==> config.mk <==
export PLATFORM = sky130hd
export DESIGN_NAME = power_load_ramp_ctrl
export DESIGN_NICKNAME = d
export VERILOG_FILES = /design/src/rtl/power_load_ramp_ctrl.sv
export SDC_FILE = /design/constraint.sdc
export NUM_CORES = 1
export LEC_CHECK = 0
export BUFFER_PORTS_ARGS = -buffer_cell sky130_fd_sc_hd__buf_4
export CAP_MARGIN = 20
export CORE_ASPECT_RATIO = 1.2
export CORE_MARGIN = 3
export CORE_UTILIZATION = 50
export CTS_BUF_LIST = sky130_fd_sc_hd__clkbuf_16
export DETAILED_ROUTE_END_ITERATION = 12
export PLACE_DENSITY = 0.7
export SYNTH_ARGS = -nofsm -noshare
export SYNTH_HDL_FRONTEND = slang
export SYNTH_SLANG_ARGS = --single-unit
==> constraint.sdc <==
create_clock -name clk_in -period 7.3 [get_ports clk_in]
set_input_delay 0.73 -clock clk_in [delete_from_list [all_inputs] [get_ports clk_in]]
set_output_delay 0.73 -clock clk_in [all_outputs]
set_load 0.03 [all_outputs]
==> src/rtl/power_load_ramp_ctrl.sv <==
// Thermometer-coded load sequencer for the power-consumer bank array.
// Steps load up/down once per dwell period to bound di/dt on VCCINT.
module power_load_ramp_ctrl #(
  parameter int NUM_BANKS    = 16,
  parameter int STEP         = 1,
  parameter int DWELL_CYCLES = 100000000,
  parameter int LVL_W        = $clog2(NUM_BANKS + 1)
) (
  input  logic                 clk_in,
  input  logic                 rst,
  input  logic                 start,
  input  logic                 stop,
  input  logic                 abort,
  input  logic                 repeat_en,
  output logic [NUM_BANKS-1:0] bank_en,
  output logic [LVL_W-1:0]     level,
  output logic                 busy,
  output logic [15:0]          cycle_count,
  output logic [3:0]           USER_LED
);

  localparam int CNT_W =
    (DWELL_CYCLES > 1) ? $clog2(DWELL_CYCLES) : 1;
  localparam logic [CNT_W-1:0] CNT_MAX =
    CNT_W'(DWELL_CYCLES - 1);
  localparam logic [CNT_W-1:0] CNT_ONE = CNT_W'(1);
  localparam logic [LVL_W-1:0] TOP = LVL_W'(NUM_BANKS);
  localparam logic [LVL_W-1:0] STP = LVL_W'(STEP);

  typedef enum logic [1:0] {
    IDLE,
    RAMP_UP,
    HOLD_TOP,
    RAMP_DOWN
  } state_t;

  state_t           state;
  logic [CNT_W-1:0] cnt;
  logic             hb;
  logic             expiry;

  assign expiry = (cnt == CNT_MAX);

  function automatic logic [LVL_W-1:0] lvl_up(
    input logic [LVL_W-1:0] l
  );
    logic [LVL_W:0] s;
    s = {1'b0, l} + {1'b0, STP};
    return (s >= {1'b0, TOP}) ? TOP : s[LVL_W-1:0];
  endfunction

  function automatic logic [LVL_W-1:0] lvl_dn(
    input logic [LVL_W-1:0] l
  );
    return (l > STP) ? (l - STP) : '0;
  endfunction

  function automatic logic [NUM_BANKS-1:0] thermo(
    input logic [LVL_W-1:0] l
  );
    logic [NUM_BANKS-1:0] t;
    for (int i = 0; i < NUM_BANKS; i++)
      t[i] = (i < int'(l));
    return t;
  endfunction

  // First step from zero may already reach the top when STEP == NUM_BANKS.
  function automatic state_t first_state();
    return (lvl_up('0) == TOP) ? HOLD_TOP : RAMP_UP;
  endfunction

  always_ff @(posedge clk_in) begin
    if (rst) begin
      state       <= IDLE;
      level       <= '0;
      bank_en     <= '0;
      cnt         <= '0;
      hb          <= 1'b0;
      cycle_count <= '0;
    end else if (abort) begin
      state   <= IDLE;
      level   <= '0;
      bank_en <= '0;
      cnt     <= '0;
      hb      <= 1'b0;
    end else begin
      unique case (state)
        IDLE: begin
          if (start && !stop) begin
            state   <= first_state();
            level   <= lvl_up('0);
            bank_en <= thermo(lvl_up('0));
            cnt     <= '0;
          end
        end
        RAMP_UP: begin
          if (stop) begin
            state <= RAMP_DOWN;
            cnt   <= '0;
          end else if (expiry) begin
            cnt     <= '0;
            hb      <= ~hb;
            level   <= lvl_up(level);
            bank_en <= thermo(lvl_up(level));
            if (lvl_up(level) == TOP)
              state <= HOLD_TOP;
          end else begin
            cnt <= cnt + CNT_ONE;
          end
        end
        HOLD_TOP: begin
          if (stop) begin
            state <= RAMP_DOWN;
            cnt   <= '0;
          end else if (expiry) begin
            cnt <= '0;
            hb  <= ~hb;
            if (repeat_en)
              state <= RAMP_DOWN;
          end else begin
            cnt <= cnt + CNT_ONE;
          end
        end
        RAMP_DOWN: begin
          if (expiry) begin
            cnt <= '0;
            hb  <= ~hb;
            if (lvl_dn(level) == '0) begin
              if (cycle_count != 16'hFFFF)
                cycle_count <= cycle_count + 16'd1;
              if (repeat_en && !stop) begin
                state   <= first_state();
                level   <= lvl_up('0);
                bank_en <= thermo(lvl_up('0));
              end else begin
                state   <= IDLE;
                level   <= '0;
                bank_en <= '0;
              end
            end else begin
              level   <= lvl_dn(level);
              bank_en <= thermo(lvl_dn(level));
            end
          end else begin
            cnt <= cnt + CNT_ONE;
          end
        end
        default: state <= IDLE;
      endcase
    end
  end

  assign busy     = (state != IDLE);
  assign USER_LED = {state == RAMP_DOWN, level == TOP, busy, hb};

endmodule

======== After elaboration in Yosys (flattened, before gate mapping) ========
Cells that the tools add are included.
cells by class
  $add $sub $neg .......................... 4
  magnitude comparators ................... 34
  equality and inequality tests ........... 17
  multiplexer cells ....................... 34
  bitwise gates (word level) .............. 2
  reductions and logical operators ........ 14
operators by type and width
  kind                     count
  $mux W27                 3
  $pmux W27 S3             1
  $lt A4 B5 Y1 const A     16
  $mux W16                 5
  $pmux W16 S3             1
  $lt A3 B5 Y1 const A     8
  $mux W5                  7
  $add A27 B1 Y27 const B  1
  $eq A27 B27 Y1 const B   1
  $lt A1 B5 Y1 const A     4
  $lt A2 B5 Y1 const A     4
  $mux W2                  9
  $add A16 B1 Y16 const B  1
  $ne A16 B16 Y1 const B   1
  $pmux W5 S3              1
  $ne A3 B3 Y1 const B     4
  $eq A5 B5 Y1 const B     2
  $reduce_and A5 Y1        2
  $ne A2 B2 Y1 const B     4
  $pmux W2 S4              1
  $reduce_and A7 Y1        1
  $add A5 B1 Y6 const B    1
  $ge A6 B5 Y1 const B     1
  $gt A5 B1 Y1 const B     1
  other kinds (15)         25
storage, ports and cells
  register bits ........................... 67

======== Logic depth before layout (Yosys ltp) ========
Gate-level depths: netlist (run 1).
  depth after elaboration ................. 8
  mapped depth ............................ 10
  depth with buffers taken out ............ 8

======== Worst setup path before layout (run 1) ========
OpenSTA, ideal clock, no wires.
  kind .................................... register -> register
  start ................................... register level[0]
  end ..................................... register state[0]
  arrival ................................. 2,709 ps
  path slack .............................. 4,464 ps
  cell stages (with the launch flop) ...... 10
  path buffers ............................ 1
  clock period less this slack ............ 2,836 ps
  cell sequence ........................... dfxtp_1 buf_1 clkinv_1 ha_1 nor3b_1 o32a_1 a2111oi_4 o221a_2 mux2i_1 nor2_1
between the ends
  longest elaborated chain between the ends .. 6
  elaborated cells on any way between the ends .. 11
RTL lines
  item                                    RTL line  RTL
  from (decl)                             16        output logic [LVL_W-1:0] level,
  from (signal assigned)                  91        level <= lvl_up('0);
  from (signal assigned)                  103       level <= lvl_up(level);
  from (signal assigned)                  133       level <= lvl_up('0);
  $add A5 B1 Y6                           48        s = {1'b0, l} + {1'b0, STP};
  $ge A6 B5 Y1                            49        return (s >= {1'b0, TOP}) ? TOP : s[LVL_W-1:0];
  $mux W5                                 49
  $eq A5 B5 Y1                            105       if (lvl_up(level) == TOP)
  $ne A3 B3 Y1 (no source line)           --
  $reduce_and A7 Y1 (no source line) (*)  --
  to (signal assigned)                    90        state <= first_state();
  to (signal assigned)                    132       state <= first_state();
  to (decl)                               37        state_t state;
Mark *: on every way between the ends. The rest lies on a longest branch, timed or not.
A chain may end at the register's enable or synchronous reset.

======== Worst setup path in the final report (run 1) ========
  start ................................... register level[0]
  end ..................................... register cycle_count[8]
between the ends
  longest elaborated chain between the ends .. 4
  elaborated cells on any way between the ends .. 5
RTL lines
  item                                           RTL line  RTL
  $sub A5 B1 Y5 or $gt A5 B1 Y1 (tied branches)  55        return (l > STP) ? (l - STP) : '0;
  $mux W5 (*)                                    55
  $logic_not A5 Y1 (*)                           128       if (lvl_dn(level) == '0) begin
  $reduce_and A5 Y1 (no source line) (*)         --
  to (signal assigned)                           130       cycle_count <= cycle_count + 16'd1;
  to (decl)                                      18        output logic [15:0] cycle_count,
Marks and branches as above.

==> results by group, run 1 <==
Detailed routing
  • Metal1 wirelength: 4.16 mm
  • Detailed router's first-iteration violation count: 198
  • Wire length on met3: 426 µm
  • Top sig layer: met4
  • ANT nets after route: 0
  • Met2 routed WL: 5.20 mm
  • Wire length per cell: 16.5 µm
  • Routed via count: 3662
  • DRC: 0
  • Vias per inst: 6.05
  • Drt pass-1 iters: 4
  • Final WL: 9.97 mm

STA
  • Fin Clk Skew: 7.56 ps
  • Final min period: 3250 ps
  • Slew of the pin with the lowest slew margin: 985 ps
  • Final setup vio count: 0
  • Final Max Tran Viols: 0
  • Hold Vio Cnt, Final: 0
  • Rel. slew slack: 34.1%
  • Fin crit share: 44.5%
  • Highest clock rate: 308 MHz
  • Post-route setup TNS: 0 ps
  • RSZ-0062 raised after global routing: false
  • Worst hold slack: 457 ps

Logic synthesis
  • Post-Syn Instances: 480
  • Sequential area share after synthesis: 33.8%
  • Yosys reg bits: 66
  • Warnings from Yosys: 0
  • Top FF cell, synth: dfxtp_1
  • Synthesized cell area: 3910 µm²
  • Async S/R FF share, synth: 0%
  • Mapped Nets: 497
  • Avg Inst Size Synth: 8.15 µm²
  • Unique masters post-synth: 72
  • Post-synth EDFFs: 0

Clocking
  • Root Driver: clkbuf_16
  • CTS Sinks: 66
  • Post-CTS Repair Setup Buffers: 0
  • Worst-case clock buffer depth: 2
  • Worst-path clk slew: 60 ps
  • Cts repair resizes: 0
  • Total CTS buffers: 9
  • Worst-skew pair later-pin latency: 330 ps
  • CTS tree: yes
  • H-Tree Depth: 3
  • Cts hold-fix bufs: 0

Cells and area
  • Finished Core Util: 61.4%
  • Fillers: 676
  • Final design area excluding fillers: 4570 µm²
  • Fin nets: 527
  • Share of cells above drive strength 1: 15.3%
  • N_diodes: 0
  • Synth-to-Final Area Change: 16.8%

Critical path
  • Reg2reg path depth: 7
  • Setup crit end: cycle_count[8]
  • Critical path data required time: 7560 ps
  • CP endpoint kind: register
  • Slowest library cell on the worst path: dfxtp_1
  • Reg-to-reg critical path startpoint: level[0]
  • Reg2Reg Setup Slack: 4050 ps
  • Cells along the critical path: clkinv_1 -> ha_1 -> a32oi_1 -> a21oi_2 -> nand2_2 -> or3_1 -> a21oi_1
  • Largest stage delay, worst path: 650 ps
  • RR Endpoint: cycle_count[8]
  • Arrival @ worst endpoint: 3510 ps
  • Kind of critical path: reg -> reg
  • Worst setup SP type: register
  • CP startpoint: level[0]
  • Worst-path fanout max: 16

Outcome
  • Status: finished clean

GRT
  • First-pass GRT wire length: 16.6 mm
  • Vias in the first global route: 3441
  • GR Overflow Total: 0
  • Largest net degree at the start of global routing: 24
  • Initial antenna violation count: 0
  • Total Routing Usage GR: 23.3%

Flow run
  • Max-cap viol count: 0

Place
  • DP Wirelength: 7.06 mm
  • Area of placed instances: 4250 µm²
  • GP Congestion: 0.950
  • Port bufs: 47

Die
  • Die Ht: 103 µm
  • Width of the chip: 86.8 µm
  • # IOs: 48
  • Die area: 8930 µm²
  • Core area: 7440 µm²
  • Site Rows: 34
  • Starting density of the core: 52.6%

Power and ir drop
  • Lkg Pwr: 1.70 nW
  • Pwr Density: 196 nW/µm²
  • Worst vdd ir: 0.161 mV

Worst hold path
  • Class of the worst hold path: reg -> reg
## placed cells by master, fill, tap and decap left out, types with 6 or more instances in the layout
cell type   n
a21oi_1    23
a22o_1      9
a31oi_1     6
and2_1      7
and3_1     14
buf_4      48
clkbuf_16   9
dfxtp_1    66
ha_1       11
inv_1       8
nand2_1    36
nand3_1    32
nand4_1    11
nor2_1     55
nor2b_1    10
nor3_1     11
o21ai_0    11
o21ai_1    12
or3_1       6
xnor2_1    10
xor2_1     24
## per-stage QoR
stage	cells	power [mW]	setup WS, ps
2_1_floorplan	480	0.424	4460
4_1_cts	605	0.906	4100
3_3_place_gp	589	0.439	4280
5_1_grt	605	0.929	3740
6_report	605	0.897	4050
3_5_place_dp	589	0.440	4120
## flip-flops by register name, indices dropped and copies added (netlist names)
signal / flops
cnt: 27
bank_en: 16
cycle_count: 16
level: 4
state: 2
hb: 1
## cell usage after synthesis (3+ instances only)
| master | n | area (µm²) |
|---|---|---|
| or3_1 | 6 | 37.5 |
| nand3b_1 | 4 | 30.0 |
| buf_2 | 8 | 40.0 |
| o21ai_0 | 11 | 55.1 |
| and4_1 | 5 | 43.8 |
| ha_1 | 11 | 138 |
| a41oi_1 | 3 | 26.3 |
| dfxtp_1 | 66 | 1320 |
| a21o_1 | 3 | 22.5 |
| nand2_1 | 36 | 135 |
| o31ai_1 | 5 | 37.5 |
| clkbuf_1 | 15 | 56.3 |
| nand4_1 | 11 | 68.8 |
| nand3_1 | 32 | 160 |
| o211ai_1 | 3 | 22.5 |
| nor4_1 | 3 | 18.8 |
| o22ai_1 | 3 | 18.8 |
| inv_1 | 7 | 26.3 |
| nor2b_1 | 10 | 62.6 |
| and3_1 | 14 | 87.6 |
| buf_4 | 4 | 30.0 |
| and2_1 | 7 | 43.8 |
| xor2_1 | 24 | 210 |
| nor2_1 | 55 | 206 |
| xnor2_1 | 10 | 87.6 |
| a22o_1 | 9 | 78.8 |
| mux2i_1 | 3 | 30.0 |
| a311oi_1 | 5 | 43.8 |
| nand2b_1 | 4 | 25.0 |
| a21oi_1 | 23 | 115 |
| o21ai_1 | 12 | 60.1 |
| nor3_1 | 11 | 55.1 |
| a31oi_1 | 6 | 37.5 |
## kinds of logic after synthesis
family                     after synthesis  synth area share (%)
and+or+nand+nor                        219                  30.2
AOI/OAI and AO/OA                      108                  19.3
DFF                                     66                  33.8
buffers and inverters                   37                  4.19
xor gates and xnor gates                34                  7.61
adders and majority gates               11                  3.52
muxes                                    5                  1.34
## layout make-up
type | count | area, µm² | share of cell area, %
inverter | 8 | 30.0 | 0.657
clock buffer | 9 | 225 | 4.93
timing repair buffer | 48 | 360 | 7.88
sequential | 66 | 1320 | 28.9
clock inverter | 7 | 93.8 | 2.05
tap | 90 | 113 | 2.46
multi-input combinational | 377 | 2430 | 53.1
## metal layers
metal,up-vias,GRT usage (%)
met5,-,0
met4,0,9.35
met3,19,4.80
met2,91,41.0
met1,1740,27.5
li1,1812,-
## how the worst min path moves through the flow
stage	start	end	slack, ps	cells past startpoint
after global routing	bank_en[1]	bank_en[1]	480	2
after global placement	bank_en[7]	bank_en[7]	440	2
after detailed placement	bank_en[1]	bank_en[1]	450	2
after CTS	bank_en[1]	bank_en[1]	460	2
after floorplan	cnt[5]	cnt[5]	440	2
final	bank_en[1]	bank_en[1]	460	2
## where the power goes
group          switching [mW]  internal, mW
sequential            0.00396         0.362
combinational          0.0460        0.0211
clock                   0.166         0.299
total                   0.216         0.682
## worst max-delay path: cells and delay by family, from the launching register on
family	cells	cell delay [ps]
compound gates	3	930
fa+ha+maj	1	650
buf+inv	1	440
flops	1	650
simple gates	2	500
No activity file was read; power rests on OpenSTA's default activity.
==> inputs of run 2 (changes only) <==
--- a/config.mk
+++ b/config.mk
@@ -5,6 +5,7 @@
 export SDC_FILE = /design/constraint.sdc
 export NUM_CORES = 1
 export LEC_CHECK = 0
+export ABC_AREA = 1
 export BUFFER_PORTS_ARGS = -buffer_cell sky130_fd_sc_hd__buf_4
 export CAP_MARGIN = 20
 export CORE_ASPECT_RATIO = 1.2
@@ -12,7 +13,7 @@
 export CORE_UTILIZATION = 50
 export CTS_BUF_LIST = sky130_fd_sc_hd__clkbuf_16
 export DETAILED_ROUTE_END_ITERATION = 12
-export PLACE_DENSITY = 0.7
+export PLACE_DENSITY = 0.73
 export SYNTH_ARGS = -nofsm -noshare
 export SYNTH_HDL_FRONTEND = slang
 export SYNTH_SLANG_ARGS = --single-unit
==> constraint.sdc (replaced) <==
create_clock -name clk_in -period 2.9 [get_ports clk_in]
set_input_delay 0.29 -clock clk_in [delete_from_list [all_inputs] [get_ports clk_in]]
set_output_delay 0.29 -clock clk_in [all_outputs]
set_load 0.03 [all_outputs]
==> results by group, run 2 <==
Power and ir drop
  • Worst vdd ir: 0.331 mV (was 0.161 mV)
  • Switching part of the total: 28.5% (was 24.0%)
  • Lkg Pwr: 2.05 nW (was 1.70 nW)
  • Comb power frac: 14.8% (was 7.5%)
  • Pwr Density: 466 nW/µm² (was 196 nW/µm²)
  • Internal power: 1.67 mW (was 0.682 mW)
  • Register share of total power: 39.9% (was 40.8%)
  • Switching pwr: 0.665 mW (was 0.216 mW)
  • Clock power frac: 45.3% (was 51.7%)
  • Post-layout power: 2.34 mW (was 0.897 mW)

GRT
  • Largest net degree at the start of global routing: 20 (was 24)
  • Total Routing Usage GR: 23.6% (was 23.3%)
  • Vias in the first global route: 4155 (was 3441)
  • Initial antenna violation count: 0 (unchanged)
  • GR Overflow Total: 0 (unchanged)
  • First-pass GRT wire length: 19.0 mm (was 16.6 mm)

Cells and area
  • Synth-to-Final Area Change: 16.7% (was 16.8%)
  • Commonest non-fill, non-tap cell in the layout: nand2_1 (was dfxtp_1)
  • Largest register FFs: 27 (unchanged)
  • Post-Layout Cell Count: 817 (was 605)
  • Most frequent cells in the layout: nand2_1 (167), nor2_1 (90), inv_1 (69) (was dfxtp_1 (66), nor2_1 (55), buf_4 (48))
  • Share of cells above drive strength 1: 16.9% (was 15.3%)
  • Final design area excluding fillers: 5020 µm² (was 4570 µm²)
  • N_diodes: 0 (unchanged)
  • Biggest register: cnt (unchanged)
  • Finished Core Util: 60.9% (was 61.4%)
  • Fin nets: 715 (was 527)
  • Largest registers: cnt: 27 flops, bank_en: 16 flops, cycle_count: 16 flops (unchanged)

Die
  • # IOs: 48 (unchanged)
  • Die Ht: 108 µm (was 103 µm)
  • Die area: 9750 µm² (was 8930 µm²)
  • Width of the chip: 90.7 µm (was 86.8 µm)
  • Core area: 8240 µm² (was 7440 µm²)
  • Site Rows: 36 (was 34)
  • Starting density of the core: 52.2% (was 52.6%)

Logic synthesis
  • Async S/R FF share, synth: 0% (unchanged)
  • Avg Inst Size Synth: 6.63 µm² (was 8.15 µm²)
  • Yosys top cell area share: 30.7% (was 33.8%)
  • Yosys reg bits: 66 (unchanged)
  • Post-synth EDFFs: 0 (unchanged)
  • Synth area leader: dfxtp_1 (unchanged)
  • Unique masters post-synth: 43 (was 72)
  • Top cells by count, synth: nand2_1 (167), nor2_1 (90), inv_1 (67) (was dfxtp_1 (66), nor2_1 (55), nand2_1 (36))
  • Post-Syn Instances: 649 (was 480)
  • Mapped Nets: 666 (was 497)
  • Top FF cell, synth: dfxtp_1 (unchanged)
  • Ranking of synthesized cells by area: dfxtp_1 (31%), nand2_1 (15%), nor2_1 (7.9%) (was dfxtp_1 (34%), xor2_1 (5.4%), nor2_1 (5.3%))
  • Count leader, synth: nand2_1 (was dfxtp_1)
  • Sequential area share after synthesis: 30.7% (was 33.8%)
  • Warnings from Yosys: 0 (unchanged)
  • Synthesized cell area: 4300 µm² (was 3910 µm²)

STA
  • Post-route setup TNS: 0 ps (unchanged)
  • Final Max Tran Viols: 0 (unchanged)
  • Fin Clk Skew: 11.3 ps (was 7.56 ps)
  • Worst hold slack: 228 ps (was 457 ps)
  • Final min period: 2310 ps (was 3250 ps)
  • Final setup vio count: 0 (unchanged)
  • RSZ-0062 raised after global routing: false (unchanged)
  • PnR worst setup slack: 589 ps (was 4050 ps)
  • Rel. slew slack: 50.1% (was 34.1%)
  • Fin crit share: 79.7% (was 44.5%)
  • Highest clock rate: 433 MHz (was 308 MHz)
  • Hold Vio Cnt, Final: 0 (unchanged)
  • Slew of the pin with the lowest slew margin: 748 ps (was 985 ps)

Detailed routing
  • Routed via count: 4259 (was 3662)
  • Drt pass-1 iters: 5 (was 4)
  • Vias per inst: 5.21 (was 6.05)
  • Detailed router's first-iteration violation count: 185 (was 198)
  • Wire length per cell: 13.2 µm (was 16.5 µm)
  • DRC: 0 (unchanged)
  • Final WL: 10.8 mm (was 9.97 mm)
  • ANT nets after route: 0 (unchanged)

Critical path
  • Worst-path fanout max: 19 (was 16)
  • Slowest library cell on the worst path: a21oi_2 (was dfxtp_1)
  • Arrival @ worst endpoint: 2560 ps (was 3510 ps)
  • Cells along the critical path: inv_1 -> ha_1 -> inv_1 -> a21oi_2 -> inv_2 -> a21oi_4 -> inv_4 -> nor3_1 (was clkinv_1 -> ha_1 -> a32oi_1 -> a21oi_2 -> nand2_2 -> or3_1 -> a21oi_1)
  • Kind of critical path: reg -> reg (unchanged)
  • CP endpoint kind: register (unchanged)
  • Critical path data required time: 3150 ps (was 7560 ps)
  • Worst setup SP type: register (unchanged)
  • Most frequent CP cell: inv_1
  • Largest stage delay, worst path: 570 ps (was 650 ps)

Clocking
  • Worst-skew pair later-pin latency: 330 ps (about the same)
  • Worst-case clock buffer depth: 2 (unchanged)
  • CTS Sinks: 66 (unchanged)
  • Total CTS buffers: 9 (unchanged)
  • Cts repair resizes: 0 (unchanged)
  • CTS tree: yes (unchanged)
  • Worst-path clk slew: 60 ps (about the same)
  • Root Driver: clkbuf_16 (unchanged)
  • H-Tree Depth: 3 (unchanged)
  • Cts hold-fix bufs: 0 (unchanged)
  • Post-CTS Repair Setup Buffers: 0 (unchanged)

Worst hold path
  • Class of the worst hold path: in -> reg (was reg -> reg)

Place
  • GP Congestion: 1.04 (was 0.950)
  • DP Wirelength: 8.14 mm (was 7.06 mm)
  • Placed cell count: 801 (was 589)
  • Worst slack at placement: 591 ps (was 4120 ps)
  • Port bufs: 47 (unchanged)
  • Area of placed instances: 4730 µm² (was 4250 µm²)

Flow run
  • Max-cap viol count: 0 (unchanged)

Outcome
  • Status: finished clean (unchanged)
[run 2: path summary, 6_finish.rpt]
check / start / to / slack, ps / depth (start not counted)
setup / recovery: state[0] / cnt[22] / 590 / 8
hold / removal: rst / cycle_count[12] / 230 / 2
setup reg to reg: state[0] / cnt[22] / 590 / 8
hold reg to reg: bank_en[13] / bank_en[13] / 460 / 2
[run 2: kinds of logic (layout without fill, tap and decap cells)]
family,after synthesis,in the layout,share of synthesized area [%]
adder cells (fa/ha/maj),11,11,3.20
buffers and inverters,90,144,9.11
flip-flops,66,66,30.7
XOR/XNOR,19,19,4.04
AO/OA/AOI/OAI,78,78,10.2
AND/OR/NAND/NOR,385,385,42.8
[run 2: critical path, delay by kind of cell, from the launching register on]
kind	cells	cell delay, ps
and+or+nand+nor	1	200
adders and majority gates	1	180
buffers and inverters	4	620
DFF	1	340
AOI/OAI and AO/OA	2	890
[run 2: layout make-up]
type | count | area (µm²)
flip-flops and latches | 66 | 1320
repair buffers | 50 | 375
fillers | 805 | 3230
clock inverters | 7 | 62.6
inverters | 78 | 303
clock buffers | 9 | 225
well taps | 114 | 143
multi-input cells | 493 | 2590
[run 2: power by group through the flow]
stage               logic (mW)  clock network, mW  registers [mW]
floorplan                0.257                  0           0.963
detailed placement       0.346                  0           0.952
CTS                      0.348               1.08           0.932
global placement         0.344                  0           0.951
finish                   0.346               1.06           0.932
global route             0.381               1.12           0.934
[run 2: per-layer routing]
layer  vias to the layer above  GRT usage [%]  wire length [µm]
li1                       2200              -                 -
met2                        95           40.0              5280
met3                        10           4.62               447
met4                         0           7.66               144
met1                      1954           30.1              4940
met5                         -              0                 0
